--- src/rtl/irq_sequencer_if.sv ---
// Interrupt-pin / control-unit bundle for irq_sequencer: the master side drives
// the pins and control strobes, the slave side (the sequencer) returns vector controls.
interface irq_sequencer_if;
  logic       irq;
  logic       nmi;
  logic [7:0] p;
  logic       last_cycle;
  logic       brk_op;
  logic       seq_done;
  logic       force_int;
  logic [1:0] vector_sel;
  logic       push_b;
  logic       suppress_wr;
  logic       busy;

  modport master (
    output irq, nmi, p, last_cycle, brk_op, seq_done,
    input  force_int, vector_sel, push_b, suppress_wr, busy
  );

  modport slave (
    input  irq, nmi, p, last_cycle, brk_op, seq_done,
    output force_int, vector_sel, push_b, suppress_wr, busy
  );
endinterface

--- src/rtl/irq_sequencer.sv ---
// Reset/NMI/IRQ/BRK arbiter for the hmc-6502 control FSM; picks the owner of the next
// instruction boundary. Define IRQ_SYNC_EN to pass irq/nmi through 2-flop synchronizers.
module irq_sequencer #(
  parameter int RESET_HOLD = 2
) (
  input logic            ph1,
  input logic            reset,
  irq_sequencer_if.slave bus
);

  localparam logic [1:0] ST_RST_HOLD = 2'd0;
  localparam logic [1:0] ST_RST_SVC  = 2'd1;
  localparam logic [1:0] ST_IDLE     = 2'd2;
  localparam logic [1:0] ST_SERVICE  = 2'd3;

  localparam logic [1:0] VEC_NONE = 2'b00;
  localparam logic [1:0] VEC_NMI  = 2'b01;
  localparam logic [1:0] VEC_RST  = 2'b10;
  localparam logic [1:0] VEC_IRQ  = 2'b11;

  logic [1:0] r_state;
  logic [3:0] r_hold;
  logic       r_nmi_q;
  logic       r_nmi_pend;
  logic       r_force_int;
  logic [1:0] r_vector_sel;
  logic       r_push_b;
  logic       r_suppress_wr;
  logic       r_busy;

  logic w_irq;
  logic w_nmi;
  logic w_nmi_edge;
  logic w_nmi_any;
  logic w_irq_ok;
  logic w_unused_p;

`ifdef IRQ_SYNC_EN
  logic r_irq_s1, r_irq_s2, r_nmi_s1, r_nmi_s2;

  always_ff @(posedge ph1) begin
    if (reset) begin
      r_irq_s1 <= 1'b0;
      r_irq_s2 <= 1'b0;
      r_nmi_s1 <= 1'b0;
      r_nmi_s2 <= 1'b0;
    end else begin
      r_irq_s1 <= bus.irq;
      r_irq_s2 <= r_irq_s1;
      r_nmi_s1 <= bus.nmi;
      r_nmi_s2 <= r_nmi_s1;
    end
  end

  assign w_irq = r_irq_s2;
  assign w_nmi = r_nmi_s2;
`else
  assign w_irq = bus.irq;
  assign w_nmi = bus.nmi;
`endif

  // An NMI edge landing on the deciding edge counts as pending right away.
  assign w_nmi_edge = w_nmi & ~r_nmi_q;
  assign w_nmi_any  = r_nmi_pend | w_nmi_edge;
  assign w_irq_ok   = w_irq & ~bus.p[2];
  assign w_unused_p = ^{bus.p[7:3], bus.p[1:0]};

  always_ff @(posedge ph1) begin
    if (reset) begin
      r_state       <= ST_RST_HOLD;
      r_hold        <= 4'(RESET_HOLD);
      r_nmi_q       <= 1'b0;
      r_nmi_pend    <= 1'b0;
      r_force_int   <= 1'b0;
      r_vector_sel  <= VEC_RST;
      r_push_b      <= 1'b0;
      r_suppress_wr <= 1'b1;
      r_busy        <= 1'b1;
    end else begin
      r_nmi_q     <= w_nmi;
      r_force_int <= 1'b0;
      if (w_nmi_edge)
        r_nmi_pend <= 1'b1;

      case (r_state)
        ST_RST_HOLD: begin
          if (r_hold <= 4'd1) begin
            r_state     <= ST_RST_SVC;
            r_force_int <= 1'b1;
          end else begin
            r_hold <= r_hold - 4'd1;
          end
        end

        ST_RST_SVC: begin
          if (bus.seq_done) begin
            r_state       <= ST_IDLE;
            r_vector_sel  <= VEC_NONE;
            r_suppress_wr <= 1'b0;
            r_busy        <= 1'b0;
          end
        end

        ST_IDLE: begin
          if (bus.last_cycle && w_nmi_any) begin
            r_state      <= ST_SERVICE;
            r_force_int  <= 1'b1;
            r_vector_sel <= VEC_NMI;
            r_push_b     <= 1'b0;
            r_nmi_pend   <= 1'b0;
            r_busy       <= 1'b1;
          end else if (bus.last_cycle && w_irq_ok) begin
            r_state      <= ST_SERVICE;
            r_force_int  <= 1'b1;
            r_vector_sel <= VEC_IRQ;
            r_push_b     <= 1'b0;
            r_busy       <= 1'b1;
          end else if (bus.brk_op) begin
            // A BRK colliding with a pending NMI keeps B=1 but takes the NMI vector.
            r_state      <= ST_SERVICE;
            r_vector_sel <= w_nmi_any ? VEC_NMI : VEC_IRQ;
            r_push_b     <= 1'b1;
            r_nmi_pend   <= 1'b0;
            r_busy       <= 1'b1;
          end
        end

        default: begin
          if (bus.seq_done) begin
            r_state      <= ST_IDLE;
            r_vector_sel <= VEC_NONE;
            r_push_b     <= 1'b0;
            r_busy       <= 1'b0;
          end else if (w_nmi_any && r_vector_sel == VEC_IRQ) begin
            r_vector_sel <= VEC_NMI;
            r_nmi_pend   <= 1'b0;
          end
        end
      endcase
    end
  end

  assign bus.force_int   = r_force_int;
  assign bus.vector_sel  = r_vector_sel;
  assign bus.push_b      = r_push_b;
  assign bus.suppress_wr = r_suppress_wr;
  assign bus.busy        = r_busy;

endmodule
--- src/flat_wrapper.sv ---
// flat-port wrapper written by rule: the top's interface ports become plain ports
module irq_sequencer_flat 
#(
  parameter int RESET_HOLD = 2
)
  (ph1, reset, bus_irq, bus_nmi, bus_p, bus_last_cycle, bus_brk_op, bus_seq_done, bus_force_int, bus_vector_sel, bus_push_b, bus_suppress_wr, bus_busy);
  irq_sequencer_if bus_i ();
  input logic ph1;
  input logic reset;
  input wire logic [$bits(bus_i.irq)-1:0] bus_irq;
  input wire logic [$bits(bus_i.nmi)-1:0] bus_nmi;
  input wire logic [$bits(bus_i.p)-1:0] bus_p;
  input wire logic [$bits(bus_i.last_cycle)-1:0] bus_last_cycle;
  input wire logic [$bits(bus_i.brk_op)-1:0] bus_brk_op;
  input wire logic [$bits(bus_i.seq_done)-1:0] bus_seq_done;
  output wire logic [$bits(bus_i.force_int)-1:0] bus_force_int;
  output wire logic [$bits(bus_i.vector_sel)-1:0] bus_vector_sel;
  output wire logic [$bits(bus_i.push_b)-1:0] bus_push_b;
  output wire logic [$bits(bus_i.suppress_wr)-1:0] bus_suppress_wr;
  output wire logic [$bits(bus_i.busy)-1:0] bus_busy;
  assign bus_i.irq = bus_irq;
  assign bus_i.nmi = bus_nmi;
  assign bus_i.p = bus_p;
  assign bus_i.last_cycle = bus_last_cycle;
  assign bus_i.brk_op = bus_brk_op;
  assign bus_i.seq_done = bus_seq_done;
  assign bus_force_int = bus_i.force_int;
  assign bus_vector_sel = bus_i.vector_sel;
  assign bus_push_b = bus_i.push_b;
  assign bus_suppress_wr = bus_i.suppress_wr;
  assign bus_busy = bus_i.busy;
  irq_sequencer #(.RESET_HOLD(RESET_HOLD)) u_core (.ph1(ph1), .reset(reset), .bus(bus_i));
endmodule
--- config.mk ---
export PLATFORM = sky130hd
export DESIGN_NAME = irq_sequencer_flat
export DESIGN_NICKNAME = d
export VERILOG_FILES = /design/src/rtl/irq_sequencer_if.sv /design/src/rtl/irq_sequencer.sv /design/src/flat_wrapper.sv
export SDC_FILE = /design/constraint.sdc
export NUM_CORES = 1
export LEC_CHECK = 0
export ABC_AREA = 1
export CAP_MARGIN = 20
export CORE_UTILIZATION = 53
export CTS_BUF_LIST = sky130_fd_sc_hd__clkbuf_4
export CTS_CLUSTER_DIAMETER = 100
export DETAILED_ROUTE_END_ITERATION = 10
export GPL_TIMING_DRIVEN = 0
export PLACE_DENSITY = 0.95
export SYNTH_ARGS = -nofsm -noshare
export SYNTH_HDL_FRONTEND = slang
export SYNTH_SLANG_ARGS = --single-unit
--- constraint.sdc ---
create_clock -name ph1 -period 4.05 [get_ports ph1]
set_input_delay 1.215 -clock ph1 [delete_from_list [all_inputs] [get_ports ph1]]
set_output_delay 1.215 -clock ph1 [all_outputs]
set_load 0.005 [all_outputs]
# == Yosys cells after proc, flatten, opt, wreduce, memory -nomap -nowiden ==
# Index checks and enable logic that the tools add are counted.
# classes
addsub,1
n_mul,0
div_mod_pow,0
order_cmp,1
n_eq_ne,6
n_shift,0
mux,33
bitwise_logic,8
n_reduce_logical,14
# ops
cell,count
2-to-1 mux 2 bit,12
2-to-1 mux 1 bit,15
AND reduction 3 bit,3
one-hot mux 1 bit (2 select lines),4
one-hot mux 2 bit (3 select lines),1
nonzero test 3 bit,2
inverter 1 bit,5
== test 2 bit (second input constant),2
less-or-equal comparator 4 x 1 -> 1 bit (second input constant),1
!= test 4 x 2 -> 1 bit (second input constant),1
one-hot mux 2 bit (2 select lines),1
AND reduction 2 bit,2
AND reduction 4 bit,1
subtractor 4 x 1 -> 4 bit (second input constant),1
logical AND 1 bit,3
AND 1 bit,2
== test 2 x 1 -> 1 bit (second input constant),1
zero test 2 bit,1
!= test 2 x 1 -> 1 bit (second input constant),1
!= test 2 bit (second input constant),1
nonzero test 2 bit,1
OR reduction 2 bit,1
OR 1 bit,1
# totals
regBits,14
latchBits,0
mem_bits_rw,0
mem_bits_ro,0
inputBits,15
out_inout_bits,6
elab_cells,72
n_memories,0

# == Logic depth before layout (Yosys ltp) ==
# logic_depth
depth_word,8
mapped_depth,9
depth_no_buf,9

# == Worst setup path before layout ==
# Ideal clock, no wire load.
# synth_path
path_kind,in2reg
start,in bus_p[2]
end,"reg u_core.r_busy, in the netlist u_core.bus.busy"
setup_ns,0.125
arrival_ns,1.808
required_ns,3.925
path_slack_ns,2.117
path_stages,5
path_buffers,0
cell_sequence,nand3b_1 -> nand3_4 -> nand2_2 -> o21ai_0 -> nand3_1
# synth_via
elab_chain_len,6
elab_cells_between_ends,8
cone_classes,eq/ne: 1; mux: 3; bitwise: 2; reduce/logical: 2
# synth_lines
item,line,rtl
"start, declared",flat_wrapper.sv:12,input wire logic [$bits(bus_i.p)-1:0] bus_p;
inverter 1 bit (*),irq_sequencer.sv:65,assign w_irq_ok = w_irq & ~bus.p[2];
AND 1 bit (*),irq_sequencer.sv:65,
logical AND 1 bit (*),irq_sequencer.sv:112,end else if (bus.last_cycle && w_irq_ok) begin
2-to-1 mux 1 bit,irq_sequencer.sv:112,
2-to-1 mux 1 bit,irq_sequencer.sv:105,if (bus.last_cycle && w_nmi_any) begin
one-hot mux 1 bit (2 select lines),irq_sequencer.sv:85,case (r_state)
"end signal, assigned",irq_sequencer.sv:111,r_busy <= 1'b1;
"end signal, assigned",irq_sequencer.sv:117,r_busy <= 1'b1;
"end signal, assigned",irq_sequencer.sv:124,r_busy <= 1'b1;
"end, declared",irq_sequencer.sv:29,logic r_busy;
# Every way passes the cells marked *; elsewhere a longest branch is shown, timed or not.
# A chain may end at the register's enable or synchronous reset.

# == Worst setup path in the final report ==
# layout_path
start,"reg u_core.r_vector_sel[0], in the netlist u_core.bus.vector_sel[0]"
end,out bus_vector_sel[0]
# layout_rtl
item,line,rtl
"start, declared",irq_sequencer.sv:26,logic [1:0] r_vector_sel;
"start signal, assigned",irq_sequencer.sv:121,r_vector_sel <= w_nmi_any ? VEC_NMI : VEC_IRQ;
"end, declared",flat_wrapper.sv:17,output wire logic [$bits(bus_i.vector_sel)-1:0] bus_vector_sel;
# No word-level cell between the ends.

==> results.md <==
* Status: finished clean
* Antenna violations before repair at 0
* Fmax at 425.9 MHz
* Met3 routed WL at 76 um
* First-pass GRT wire length at 2594 um
* Critical-path maximum fanout at 3
* Synth Flop Type: dfxtp_1
* Post-route DRC at 0
* Mapped Cells at 108
* Number of synthesized register bits at 14
* Sink Count at 14
* RePlAce Congestion at 0.8103
* Register area share after synthesis at a little over a third
* Via count at 723
* Worst Hold Depth at 2
* Leak at 0.4377 nW
* DP HPWL at 1244 um
* # setup viols final at 0
* Detail Route Antenna Nets at 0
* H-tree depth reported by CTS at 1
* Port bufs at 13
* Share of layout cells above drive strength 1 at 10.48%
* Max Cap Viol at 0
* Post-layout util at between 70 and 80%
* Post-CTS Resized at 0
* GRT Overall Usage at 24.46%
* CORE AREA at 1350 um2
* Largest net degree at the start of global routing at 10
* Syn. warnings at 0
* Critical Path Sink Type: output port
* VDD IR max at approximately 0.45 mV
* Most numerous cell in the Yosys netlist: nand2_1
* Clock tree buffer depth at 2
* Metal-1 WL at roughly 710 um
* Crit path DAT at roughly 1.1 ns
* R2R cell count at 8
* Delay-heaviest family, CP: buffers and inverters
* Worst endpoint required time at around 2.8 ns
* Initial Util at just under 60%
* Top routing layer used: met4
* Number of global-route vias before repair at around 650
* Post-CTS Setup Bufs at 0
* Slew headroom at between 80 and 90%
* Total grt overflow at 0
* Post-synth top cells: nand2_1 (22), inv_1 (18), dfxtp_1 (14)
* CP max stage delay at 0.51 ns
* Synth area leaders: dfxtp_1 (35%), ha_1 (11%), nand2_1 (10%)
* Clock skew at 0.007111 ns
* Slew @ Worst Pin at 0.2633 ns
* Area Overhead vs Synth at 21.61%
* Cell taking the most area after synthesis: dfxtp_1
* Buf+Inv Stages, Crit Path at 1
* Mean Syn Cell Area at 7.345 um2
* Max Slew Vio Count at 0
* Unique masters post-synth at 23
* Share of the synthesized area in the top cell type at 35.33%
* Worst skew pair latency at between 0.2 and 0.3 ns
* Routed wire length at 1566 um
* Height of the die at 40.69 um
* Setup TNS at 0 ns
* Final worst path period share at 57.97%
* Type of origin of the critical path: flop
* First DRT Iteration DRCs at 26
* Drt wl/cell at 11.27 um
* Number of flops mapped to enable cells by yosys at 0
* TritonRoute pass-1 iters at 4
* Post-Syn Nets at 130
* Nets at approximately 150
* Crit path kind: flop to output port
* Num CTS Buffers at 3
* Period minus WS final at 2.348 ns
* Final hold violations at 0
* DIE WIDTH at 40.69 um
* Clock slew seen by the registers of the worst setup and hold paths at roughly 0.070 ns
* IO Count at 21
* CTS tree: built
* HP Class: flop to flop
* Met2 WL at approximately 750 um
* Hold buffer count at CTS at 0
* Final Non-Filler Cells at 139
* Power per cell area at approximately 690 nW/um2
* Crit path cell chain: clkdlybuf4s50_1
* Critical path depth in cells at 1
* RSZ-0062 raised after global routing: no
* Cell area after synthesis at 793.3 um2
* Synth async-reset ratio at 0%
* Slowest-stage cell, CP: clkdlybuf4s50_1
* # rows at 13
* Root Driver: clkbuf_4
* Placed cell count at 136
* Ant diodes at 0
* Die ar. at between 1500 and 2000 um2
* Routed vias/inst at 5.201
-- state kept, by name (all words and copies together) (netlist names) --
register                cells
u_core.bus.busy             1
u_core.r_nmi_pend           1
u_core.r_nmi_q              1
u_core.bus.vector_sel       2
u_core.bus.suppress_wr      1
u_core.bus.push_b           1
u_core.r_hold               4
u_core.r_state              2
u_core.bus.force_int        1
-- per-stage QoR --
step | hold slack [ns] | total power [mW] | area [um2] | setup slack, ns
after global routing | 0.4864 | 0.7325 | 964.7 | 1.633
after global placement | 0.4523 | 0.5633 | 942.2 | 1.571
final | 0.4670 | 0.6635 | 964.7 | 1.702
after detailed placement | 0.4604 | 0.5862 | 942.2 | 1.523
after floorplan | 0.4362 | 0.4807 | 793.3 | 2.117
after CTS | 0.4741 | 0.6627 | 964.7 | 1.699
-- logic make-up after synthesis --
group / after synthesis / synth area share [%]
fa+ha+maj: 7 / 11.04
buf+inv: 20 / 9.462
flops: 14 / 35.33
simple gates: 49 / 29.65
compound gates: 18 / 14.51
-- where the power goes --
group	switching (mW)	internal, mW
Sequential	0.0289	0.187
Clock	0.0427	0.0345
Combinational	0.218	0.153
-- layout make-up --
cell class                 count  area (um2)
clock buffer                   3       22.52
fill                         104       385.4
inverter                      20       75.07
multi-input combinational     74       437.9
sequential                    14       280.3
tap                           15       18.77
timing repair buffer          13       130.1
-- worst paths after layout --
check	start	endpoint	slack, ns
max reg2reg	u_core.r_state[0]	u_core.bus.vector_sel[1]	2.49
max	u_core.bus.vector_sel[0]	bus_vector_sel[0]	1.70
min	u_core.bus.suppress_wr	u_core.bus.suppress_wr	0.47
min reg2reg	u_core.bus.suppress_wr	u_core.bus.suppress_wr	0.47
-- routing by layer --
layer | global-route usage (%) | vias up
met5 | 0 | -
li1 | - | 376
met4 | 10.00 | 0
met1 | 29.10 | 323
met2 | 41.27 | 20
met3 | 6.522 | 4
-- layout by cell type, fill, tap and decap left out, types with 2 or more instances in the layout --
cell type,instances
nand2_2,3
nand4_1,2
a21oi_1,4
o21ai_0,6
clkbuf_4,3
dfxtp_1,14
nor2_1,12
ha_1,7
a21oi_2,2
nand3_1,4
inv_1,18
o211ai_1,2
nor3_1,2
nand2_1,22
clkdlybuf4s50_1,13
Power figures use the tool's default switching activity.
